## config.mk

```make
export PLATFORM = sky130hd
export DESIGN_NAME = mac_seq_ctrl_flat
export DESIGN_NICKNAME = d
export VERILOG_FILES = /design/src/rtl/mac_seq_ctrl_if.sv /design/src/rtl/mac_seq_ctrl.sv /design/src/flat_wrapper.sv
export SDC_FILE = /design/constraint.sdc
export NUM_CORES = 1
export LEC_CHECK = 0
export ABC_CLOCK_PERIOD_IN_PS = 3600
export CAP_MARGIN = 20
export CORE_AREA = 2 2 107 109
export CTS_CLUSTER_DIAMETER = 30
export CTS_CLUSTER_SIZE = 10
export DETAILED_ROUTE_END_ITERATION = 7
export DIE_AREA = 0 0 109 111
export PLACE_DENSITY_LB_ADDON = 0.25
export SYNTH_ARGS = -nofsm -noshare
export SYNTH_HDL_FRONTEND = slang
export SYNTH_SLANG_ARGS = --single-unit
```

## constraint.sdc

```tcl
create_clock -name clk_i -period 3.6 [get_ports clk_i]
set_clock_uncertainty 0.15 [all_clocks]
set_input_delay 0.72 -clock clk_i [delete_from_list [all_inputs] [get_ports clk_i]]
set_output_delay 0.72 -clock clk_i [all_outputs]
set_load 0.01 [all_outputs]
```

## src/rtl/mac_seq_ctrl_if.sv

```systemverilog
// rtl/mac_seq_ctrl_if.sv - operand memory, mac and result handshake bus of the dot-product sequencer
interface mac_seq_ctrl_if #(
    parameter int int_in_p   = 1,
    parameter int frac_in_p  = 11,
    parameter int int_out_p  = 10,
    parameter int frac_out_p = 22,
    parameter int max_len_p  = 1024
);
    localparam int in_w   = int_in_p + frac_in_p;
    localparam int out_w  = int_out_p + frac_out_p;
    localparam int addr_w = $clog2(max_len_p);

    // operand memories (A and B share the address)
    logic              rd_en_o;
    logic [addr_w-1:0] addr_o;
    logic [in_w-1:0]   a_data_i;
    logic [in_w-1:0]   b_data_i;

    // combinational mac
    logic [in_w-1:0]   mac_a_o;
    logic [in_w-1:0]   mac_b_o;
    logic [out_w-1:0]  mac_db_o;
    logic [out_w-1:0]  mac_data_i;

    // result handshake
    logic [out_w-1:0]  data_o;
    logic              valid_o;
    logic              ready_i;

    modport master (
        output rd_en_o, addr_o, mac_a_o, mac_b_o, mac_db_o, data_o, valid_o,
        input  a_data_i, b_data_i, mac_data_i, ready_i
    );

    modport slave (
        input  rd_en_o, addr_o, mac_a_o, mac_b_o, mac_db_o, data_o, valid_o,
        output a_data_i, b_data_i, mac_data_i, ready_i
    );
endinterface

```

## src/rtl/mac_seq_ctrl.sv

```systemverilog
// rtl/mac_seq_ctrl.sv - dot-product sequencer driving an external combinational mac
module mac_seq_ctrl #(
    parameter int int_in_p   = 1,
    parameter int frac_in_p  = 11,
    parameter int int_out_p  = 10,
    parameter int frac_out_p = 22,
    parameter int max_len_p  = 1024,
    localparam int addr_w    = $clog2(max_len_p)
) (
    input  logic            clk_i,
    input  logic            reset_ni,
    input  logic            start_i,
    input  logic [addr_w:0] len_i,
    input  logic            abort_i,
    output logic            ready_o,
    output logic            busy_o,
    mac_seq_ctrl_if.master  bus
);
    localparam int out_w = int_out_p + frac_out_p;
    localparam logic [addr_w:0] max_len_c = (addr_w+1)'(max_len_p);

    typedef enum logic [1:0] {IDLE, RUN, DRAIN, DONE} state_t;

    state_t            state, state_n;
    logic [out_w-1:0]  acc_r;
    logic [addr_w-1:0] cnt;
    logic [addr_w:0]   len_r;
    logic              rd_vld_r;
    logic              accept;
    logic              last_issue;

    // abort wins over a simultaneous start
    assign accept     = start_i && ready_o && !abort_i;
    assign last_issue = (state == RUN) && ({1'b0, cnt} == (len_r - 1'b1));

    // the mac is purely combinational: operands pass through, accumulator feeds back
    assign bus.mac_a_o  = bus.a_data_i;
    assign bus.mac_b_o  = bus.b_data_i;
    assign bus.mac_db_o = acc_r;
    assign bus.data_o   = acc_r;

    // state register
    always_ff @(posedge clk_i or negedge reset_ni) begin
        if (!reset_ni) begin
            state <= IDLE;
        end else begin
            state <= state_n;
        end
    end

    // next-state and state-decoded outputs
    always_comb begin
        state_n     = state;
        ready_o     = 1'b0;
        busy_o      = 1'b0;
        bus.rd_en_o = 1'b0;
        bus.valid_o = 1'b0;
        bus.addr_o  = cnt;
        case (state)
            IDLE: begin
                ready_o = 1'b1;
                if (accept) begin
                    state_n = (len_i == '0) ? DONE : RUN;
                end
            end
            RUN: begin
                busy_o      = 1'b1;
                bus.rd_en_o = 1'b1;
                if (last_issue) begin
                    state_n = DRAIN;
                end
            end
            DRAIN: begin
                // no read issued; the final operand pair lands this cycle
                busy_o  = 1'b1;
                state_n = DONE;
            end
            DONE: begin
                bus.valid_o = 1'b1;
                if (bus.ready_i) begin
                    state_n = IDLE;
                end
            end
            default: state_n = IDLE;
        endcase
        if (abort_i) begin
            state_n = IDLE;
        end
    end

    // address counter, length capture, read-valid pipe and accumulator
    always_ff @(posedge clk_i or negedge reset_ni) begin
        if (!reset_ni) begin
            acc_r    <= '0;
            cnt      <= '0;
            len_r    <= '0;
            rd_vld_r <= 1'b0;
        end else if (abort_i) begin
            // dropping rd_vld_r discards any operand pair still in flight
            acc_r    <= '0;
            cnt      <= '0;
            rd_vld_r <= 1'b0;
        end else begin
            rd_vld_r <= bus.rd_en_o;
            if (accept) begin
                len_r <= (len_i > max_len_c) ? max_len_c : len_i;
                cnt   <= '0;
                acc_r <= '0;
            end else begin
                if (rd_vld_r) begin
                    acc_r <= bus.mac_data_i;
                end
                if (state == RUN) begin
                    cnt <= cnt + 1'b1;
                end
            end
        end
    end
endmodule

```

## src/flat_wrapper.sv

```systemverilog
// flat-port wrapper written by rule: the top's interface ports become plain ports
module mac_seq_ctrl_flat 
#(
    parameter int int_in_p   = 1,
    parameter int frac_in_p  = 11,
    parameter int int_out_p  = 10,
    parameter int frac_out_p = 22,
    parameter int max_len_p  = 1024,
    localparam int addr_w    = $clog2(max_len_p)
)
  (clk_i, reset_ni, start_i, len_i, abort_i, ready_o, busy_o, bus_rd_en_o, bus_addr_o, bus_mac_a_o, bus_mac_b_o, bus_mac_db_o, bus_data_o, bus_valid_o, bus_a_data_i, bus_b_data_i, bus_mac_data_i, bus_ready_i);
  mac_seq_ctrl_if #(.int_in_p(int_in_p), .frac_in_p(frac_in_p), .int_out_p(int_out_p), .frac_out_p(frac_out_p), .max_len_p(max_len_p)) bus_i ();
  input  logic clk_i;
  input  logic reset_ni;
  input  logic start_i;
  input  logic [addr_w:0] len_i;
  input  logic abort_i;
  output logic ready_o;
  output logic busy_o;
  output wire logic [$bits(bus_i.rd_en_o)-1:0] bus_rd_en_o;
  output wire logic [$bits(bus_i.addr_o)-1:0] bus_addr_o;
  output wire logic [$bits(bus_i.mac_a_o)-1:0] bus_mac_a_o;
  output wire logic [$bits(bus_i.mac_b_o)-1:0] bus_mac_b_o;
  output wire logic [$bits(bus_i.mac_db_o)-1:0] bus_mac_db_o;
  output wire logic [$bits(bus_i.data_o)-1:0] bus_data_o;
  output wire logic [$bits(bus_i.valid_o)-1:0] bus_valid_o;
  input wire logic [$bits(bus_i.a_data_i)-1:0] bus_a_data_i;
  input wire logic [$bits(bus_i.b_data_i)-1:0] bus_b_data_i;
  input wire logic [$bits(bus_i.mac_data_i)-1:0] bus_mac_data_i;
  input wire logic [$bits(bus_i.ready_i)-1:0] bus_ready_i;
  assign bus_rd_en_o = bus_i.rd_en_o;
  assign bus_addr_o = bus_i.addr_o;
  assign bus_mac_a_o = bus_i.mac_a_o;
  assign bus_mac_b_o = bus_i.mac_b_o;
  assign bus_mac_db_o = bus_i.mac_db_o;
  assign bus_data_o = bus_i.data_o;
  assign bus_valid_o = bus_i.valid_o;
  assign bus_i.a_data_i = bus_a_data_i;
  assign bus_i.b_data_i = bus_b_data_i;
  assign bus_i.mac_data_i = bus_mac_data_i;
  assign bus_i.ready_i = bus_ready_i;
  mac_seq_ctrl #(.int_in_p(int_in_p), .frac_in_p(frac_in_p), .int_out_p(int_out_p), .frac_out_p(frac_out_p), .max_len_p(max_len_p)) u_core (.clk_i(clk_i), .reset_ni(reset_ni), .start_i(start_i), .len_i(len_i), .abort_i(abort_i), .ready_o(ready_o), .busy_o(busy_o), .bus(bus_i));
endmodule
```

# == Yosys cells after proc, flatten, opt, wreduce, memory -nomap -nowiden ==
# Cells that the tools add are included.
# op_classes
n_reduce_logical,11
bitwise_logic,1
add_sub_neg,2
order_cmp,1
eq_ne,7
muxes,18
# ops
cell,n
$mux W32,3
$mux W10,3
$eq A10 B11 Y1,1
$gt A11 B11 Y1 const B,1
$logic_not A11 Y1,1
$mux W11,1
$sub A11 B1 Y11 const B,1
$add A10 B1 Y10 const B,1
$mux W2,5
$pmux W2 S4,1
$ne A3 B2 Y1 const B,2
$reduce_bool A3 Y1,2
$mux W1,5
$eq A2 B2 Y1 const B,2
$logic_and A1 B1 Y1,3
$ne A3 B3 Y1 const B,1
$reduce_and A3 Y1,1
$eq A2 B1 Y1 const B,1
$logic_not A2 Y1,1
$reduce_and A2 Y1,1
$reduce_or A2 Y1,1
$logic_not A1 Y1,1
$not A1 Y1,1
# totals
reg_bits,56
input_bits,72
output_inout_bits,102
word_cells,45

# == Logic depth before layout (Yosys ltp) ==
# Gate-level depths: netlist of the first run.
# logic_depth
depth_word,7
mapped_depth,9
ltp_nobuf,8

# == Least setup slack after synthesis of the first run ==
# OpenSTA, ideal clock, no wires.
# synth_timing
path_kind,register to register
startpoint,reg u_core.len_r[0]
endpoint,reg u_core.state[1]
t_arrival_ns,2.438
path_stages_with_launch,10
period_less_slack_ns,2.713
n_path_buf,1
path_slack_ns,0.887
setup_ns,0.125
cell_sequence,dfrtp_1 > buf_2 > inv_1 > ha_1 > or4b_4 > nor3_1 > xnor2_1 > nand3_1 > o41ai_4 > mux2_4
# synth_between
elab_chain_len,5
# synth_lines
element,line,text
from (decl),mac_seq_ctrl.sv:27,logic [addr_w:0] len_r;
from (signal assigned),mac_seq_ctrl.sv:106,len_r <= (len_i > max_len_c) ? max_len_c : len_i;
$sub A11 B1 Y11,mac_seq_ctrl.sv:34,"assign last_issue = (state == RUN) && ({1'b0, cnt} == (len_r - 1'b1));"
$eq A10 B11 Y1,mac_seq_ctrl.sv:34,
$logic_and A1 B1 Y1,mac_seq_ctrl.sv:34,
$ne A3 B2 Y1 (no source line),-,
$reduce_and A3 Y1 (no source line),-,
to (signal assigned),mac_seq_ctrl.sv:47,state <= state_n;
to (decl),mac_seq_ctrl.sv:24,"state_t state, state_n;"
# Every way passes these cells.
# A chain may end at the register's enable or synchronous reset.

# == Worst setup path after layout of the first run ==
# Ends and elaborated chain as after synthesis.

==> results of run 1 <==
[worst reg2reg max path, delay by kind of cell, from the launching register on]
family,cells,cell delay [ns]
xor+xnor,1,0.15
flops,1,0.46
mux,1,0.33
compound gates,1,0.43
buf+inv,1,0.09
simple gates,3,0.87
fa+ha+maj,1,0.28
[registers in the layout (all words and copies together), names as in the netlist]
register           count
u_core.bus.data_o     32
u_core.len_r          11
u_core.bus.addr_o     10
u_core.state           2
u_core.rd_vld_r        1
[stage by stage]
stage          hold WS, ns  setup WS (ns)  util (%)
2_1_floorplan       0.2744         0.8873         -
3_3_place_gp        0.3805         0.6817     37.68
3_5_place_dp        0.3921         0.6870     37.68
4_1_cts             0.4110         0.7284     38.92
5_1_grt             0.2546         0.6022     39.11
6_report            0.2216         0.7327     39.11
[logic make-up (layout without fill, tap and decap cells)]
group / after synthesis / after routing / share of synthesized area [%]
simple gates: 99 / 99 / 14.84
buf+inv: 75 / 139 / 15.39
flops: 56 / 56 / 43.63
mux: 38 / 38 / 12.08
compound gates: 26 / 26 / 5.727
xor+xnor: 22 / 22 / 5.999
fa+ha+maj: 6 / 6 / 2.337
[report_power, final]
group / total (mW) / internal (mW) / switching, mW
Clock: 0.476 / 0.253 / 0.223
Combinational: 0.991 / 0.552 / 0.439
Sequential: 0.928 / 0.734 / 0.194
[cells in the final DEF (no fill, tap or decap), types with 2 or more instances in the layout]
cell and n:
buf_4 2, mux2i_1 35, dfrtp_1 55, clkbuf_16 5, nand2b_1 9, clkdlybuf4s50_1 124
nor2_1 49, a31oi_1 4, o21ai_0 9, nor4_1 3, inv_1 4, nand2_1 12
or3_1 2, nand3_1 3, a22o_1 3, mux2_2 2, and3_1 3, nor3_1 6
xor2_1 12, xnor2_1 10, nand4_1 3, nand3b_1 2, a21oi_1 4, or4_1 2
ha_1 6
[worst paths after layout]
check	from	to	slack (ns)	cells after the start
worst min-delay path	reset_ni	u_core.bus.addr_o[0]$_DFFE_PN0P_	0.22	1
max in group asynchronous	reset_ni	u_core.bus.addr_o[3]$_DFFE_PN0P_	2.53	2
worst max register to register	u_core.len_r[0]$_DFFE_PN0P_	u_core.state[1]$_DFFE_PN0P_	0.73	8
worst max-delay path	u_core.len_r[0]$_DFFE_PN0P_	u_core.state[1]$_DFFE_PN0P_	0.73	8
worst min register to register	u_core.bus.data_o[0]$_DFFE_PN0P_	u_core.bus.data_o[0]$_DFFE_PN0P_	0.40	2
min in group clk_i	u_core.bus.data_o[0]$_DFFE_PN0P_	u_core.bus.data_o[0]$_DFFE_PN0P_	0.40	2
[per-layer routing]
metal / up-vias / GRT usage (%)
met3: 14 / 3.410
li1: 1146 / -
met5: - / 0
met1: 1108 / 15.32
met4: 0 / 4.103
met2: 111 / 20.83
[area by class of cell]
type | count | share of cell area (%)
Sequential cell | 56 | 32.38
Multi-Input combinational cell | 191 | 30.39
Timing Repair Buffer | 128 | 29.58
Tap cell | 143 | 4.131
Clock buffer | 5 | 2.889
Inverter | 4 | 0.3466
Clock inverter | 2 | 0.2889
==> results.py, run 1 <==
metrics = {
    "synthesis": {
        "synth_common_cells": "56 x buf_4, 56 x dfrtp_1, 49 x nor2_1",
        "async_flop_share_pct": 100.0,
        "syn_area_um2": 3212,
        "syn-num-nets": 400,
        "yosysTopAreaCell": "dfrtp_1",
        "synth_ff_type": "dfrtp_1",
        "netlist.area_leader.share_pct": 43.63,
        "ys_ff_latch": 56,
        "yosysUniqueCellTypes": 38,
        "synth_edf_count": 0,
        "synth_warnings": 0,
        "netlist_instances": 322,
        "avgSynthCellArea_um2": 9.975,
        "synth_area_leaders": "dfrtp_1 44%, buf_4 13%, mux2i_1 11%, nor2_1 5.7%, xor2_1 3.3%",
        "ys_seq_area_share_pct": 43.63,
    },
    "timing": {
        "min_period_ns": 2.867,
        "tightest_slew_ns": 0.9505,
        "setup_violations": 0,
        "drv_slew": 0,
        "hold_violations": 0,
        "timing.fmax_mhz": 348.8,
        "relSlewSlack_pct": 36.64,
        "rsz0062_at_grt": "false",
        "fin_tns_setup_ns": 0,
        "period_share_pct": 79.65,
    },
    "clocking": {
        "cts_hold_buf": 0,
        "ctsResizeCount": 0,
        "cts_setup_buffers": 0,
        "clock_sinks": 56,
        "cts_buffers": 5,
        "clock-root-buffer": "clkbuf_16",
        "clk_latency_ns": 0.29,
        "htree_levels": 2,
        "cts_tree": "yes",
        "clk_pin_slew_ns": 0.07,
        "clk_path_buf_depth": 2,
    },
    "worst_setup_path": {
        "critPathMaxStageDelay_ns": 0.51,
        "cp_data_arrival_time_ns": 2.90,
        "criticalPathCategory": "flop to flop",
        "cp-end-kind": "flop",
        "cp_data_required_time_ns": 3.63,
        "worst_setup_path_start_kind": "flop",
        "crit_buf_inv": 1,
        "crit_family": "simple AND/OR/NAND/NOR gates",
        "crit_chain": "inv_1 -> ha_1 -> or4b_4 -> nor3_1 -> xnor2_1 -> nand3_1 -> o41ai_4 -> mux2_4",
        "crit_fanout": 8,
        "cpMaxStageDelayCell": "or4b_4",
    },
    "placed_design": {
        "io_buffer_count": 125,
        "placed_area_um2": 4174,
        "numPlacedInstances": 521,
        "hpwl_um": 5697,
        "gp_congestion": 0.8699,
    },
    "power": {
        "total_power_mw": 2.395,
        "leakage_nw": 1.767,
        "ir_worst_vdd_mv": 0.2398,
        "power_density_nw_per_um2": 552.9,
    },
    "routing": {
        "dr_wl_met3_um": 677,
        "dr.pass1.iters": 4,
        "vias_per_cell": 4.497,
        "wl_um": 7513,
        "highest_layer": "met4",
        "drtIter0Drc": 72,
        "met1_length_um": 3181,
        "num_vias": 2379,
        "wl_per_cell_um": 14.20,
        "routed-wl-met2_um": 3508,
        "drc_errors": 0,
        "ant_nets": 0,
    },
    "global_routing": {
        "grt-ovfl-total": 0,
        "grt_pass1_wl_um": 12110,
        "grt_usage_pct": 12.46,
        "antenna_found_initial": 0,
        "grt_max_degree": 44,
        "grt_pass1_vias": 2376,
    },
    "floorplanning": {
        "rows": 39,
        "die_area_um2": 12100,
        "die_y_um": 111,
        "ios": 174,
        "die_x_um": 109,
        "initial_utilization_pct": 29.00,
        "core_area_um2": 11080,
    },
    "finish": {
        "fillCellCount": 1145,
        "fin_nets": 464,
        "final_area_um2": 4332,
        "syn_to_final_growth_pct": 34.87,
        "diodes": 0,
        "multiInputGateArea_um2": 1316,
        "regArea_um2": 1403,
        "drive_gt1_share_pct": 5.181,
        "fin_cells": 529,
    },
    "min_path": {
        "hold_class": "input port to asynchronous set/reset pin",
    },
    "job": {
        "drv_cap": 0,
    },
    "run_status": {
        "outcome": "completed",
    },
}
(Power assumes the default switching activity.)
==> run 2: changes to the inputs <==
ABC_CLOCK_PERIOD_IN_PS = 2600   (was 3600)
clock period = 2.6 ns   (was 3.6 ns; I/O delays follow)
==> results.py, run 2 (synthesized netlist as in run 1, its figures left out) <==
metrics = {
    "floorplanning": {
        "die_x_um": 109,
        "die_area_um2": 12100,
        "initial_utilization_pct": 29.00,
        "core_area_um2": 11080,
        "ios": 174,
        "die_y_um": 111,
        "rows": 39,
    },
    "global_routing": {
        "grt-ovfl-total": 0,
        "antenna_found_initial": 0,
        "grt_pass1_wl_um": 11990,
        "grt_max_degree": 57,
        "grt_usage_pct": 12.50,
        "grt_pass1_vias": 2364,
    },
    "placed_design": {
        "hpwl_um": 5665,
        "numPlacedInstances": 531,
        "placed_area_um2": 4274,
        "dpl_worst_slack_ns": 0.02508,
        "gp_congestion": 0.8294,
        "io_buffer_count": 125,
    },
    "routing": {
        "wl_um": 7481,
        "vias_per_cell": 4.496,
        "ant_nets": 0,
        "dr.pass1.iters": 4,
        "num_vias": 2419,
        "drtIter0Drc": 68,
        "drc_errors": 0,
        "wl_per_cell_um": 13.91,
    },
    "finish": {
        "fin_nets": 473,
        "final_common_cell": "clkdlybuf4s50_1",
        "multiInputGateArea_um2": 1334,
        "drive_gt1_share_pct": 8.101,
        "layout_common_cells": "124 x clkdlybuf4s50_1, 55 x dfrtp_1, 49 x nor2_1",
        "diodes": 0,
        "fillCellCount": 1121,
        "final_area_um2": 4464,
        "syn_to_final_growth_pct": 38.99,
        "regArea_um2": 1403,
        "fin_cells": 538,
        "largest_reg_flops": 32,
    },
    "worst_setup_path": {
        "worst_setup_path_start_kind": "flop",
        "cp_data_arrival_time_ns": 2.54,
        "cp_data_required_time_ns": 2.63,
        "criticalPathCategory": "flop to flop",
        "crit_fanout": 3,
        "cp-end-kind": "flop",
    },
    "power": {
        "ir_worst_vdd_mv": 0.4414,
        "power_switching_mw": 1.210,
        "power_density_nw_per_um2": 813.4,
        "p_int_mw": 2.421,
        "pwr-share-clk_pct": 23.6,
        "p_seq_share_pct": 33.5,
        "switching_share_pct": 33.33,
        "leakage_nw": 1.839,
        "combPwrFrac_pct": 42.9,
    },
    "clocking": {
        "htree_levels": 2,
        "clk_path_buf_depth": 2,
        "clk_pin_slew_ns": 0.07,
        "clk_latency_ns": 0.29,
        "cts_buffers": 5,
        "clock_sinks": 56,
        "clock-root-buffer": "clkbuf_16",
        "cts_tree": "yes",
        "ctsResizeCount": 0,
        "cts_setup_buffers": 0,
        "cts_hold_buf": 0,
    },
    "job": {
        "drv_cap": 0,
    },
    "timing": {
        "rsz0062_at_grt": "true",
        "drv_slew": 0,
        "tightest_slew_ns": 0.9530,
        "relSlewSlack_pct": 36.47,
        "whs_ns": 0.2245,
        "min_period_ns": 2.509,
        "timing.fmax_mhz": 398.6,
        "fin_ws_ns": 0.09108,
        "setup_violations": 0,
        "hold_violations": 0,
        "period_share_pct": 96.50,
    },
    "run_status": {
        "outcome": "completed",
    },
    "min_path": {
        "hold_class": "input port to asynchronous set/reset pin",
    },
}
run 2: changes by cell type in the layout (fill, tap and decap cells not counted), sizes merged:
cell	previous run	this run
buf	4	13
clkinvlp	1	0
bufinv	0	2
clkinv	1	0
run 2: final timing paths:
| check | start | to | slack (ns) | depth (start not counted) |
|---|---|---|---|---|
| max in group asynchronous | reset_ni | u_core.rd_vld_r$_DFF_PN0_ | 1.57 | 2 |
| setup / recovery | u_core.len_r[1]$_DFFE_PN0P_ | u_core.state[1]$_DFFE_PN0P_ | 0.09 | 8 |
| min in group clk_i | u_core.len_r[8]$_DFFE_PN0P_ | u_core.len_r[8]$_DFFE_PN0P_ | 0.40 | 2 |
| hold reg to reg | u_core.len_r[8]$_DFFE_PN0P_ | u_core.len_r[8]$_DFFE_PN0P_ | 0.40 | 2 |
| hold / removal | reset_ni | u_core.bus.data_o[19]$_DFFE_PN0P_ | 0.22 | 2 |
| setup reg to reg | u_core.len_r[1]$_DFFE_PN0P_ | u_core.state[1]$_DFFE_PN0P_ | 0.09 | 8 |
run 2: worst max-delay path: stages (launching register included):
cell and delay, ns:
dfrtp_1 0.38, inv_1 0.09, ha_4 0.13, or4b_4 0.48
nor3_2 0.16, xnor2_1 0.14, nand3_1 0.13, o41ai_4 0.41
mux2_4 0.33
run 2: layout make-up:
class                           instances  area share [%]
Multi-Input combinational cell        191           29.88
Tap cell                              143           4.008
Clock inverter                          2           1.345
Inverter                                4          0.3363
Sequential cell                        56           31.42
Timing Repair Buffer                  137           30.21
Clock buffer                            5           2.803
run 2: routing by layer:
| layer | routed length (µm) | track usage [%] | part of all wire, % | vias to the layer above |
|---|---|---|---|---|
| met3 | 719 | 3.527 | 9.6 | 10 |
| li1 | - | - | - | 1160 |
| met4 | 120 | 3.675 | 1.6 | 0 |
| met1 | 3230 | 15.68 | 43 | 1146 |
| met2 | 3411 | 20.70 | 46 | 103 |
| met5 | 0 | 0 | 0 | - |
run 2: per-stage QoR:
| stage | TNS, ns | utilization [%] | power, mW |
|---|---|---|---|
| final | 0 | 40.30 | 3.631 |
| after floorplan | -0.06279 | - | 2.261 |
| after global routing | -0.01859 | 40.30 | 3.888 |
| after CTS | 0 | 40.26 | 3.684 |
| after detailed placement | 0 | 38.59 | 2.801 |
| after global placement | 0 | 38.59 | 2.786 |
run 2: power groups by stage:
stage | Clock [mW] | Sequential, mW | Combinational [mW]
global route | 0.924 | 1.25 | 1.72
floorplan | 0 | 1.18 | 1.08
detailed placement | 0 | 1.24 | 1.56
CTS | 0.893 | 1.22 | 1.57
global placement | 0 | 1.23 | 1.56
finish | 0.856 | 1.22 | 1.56
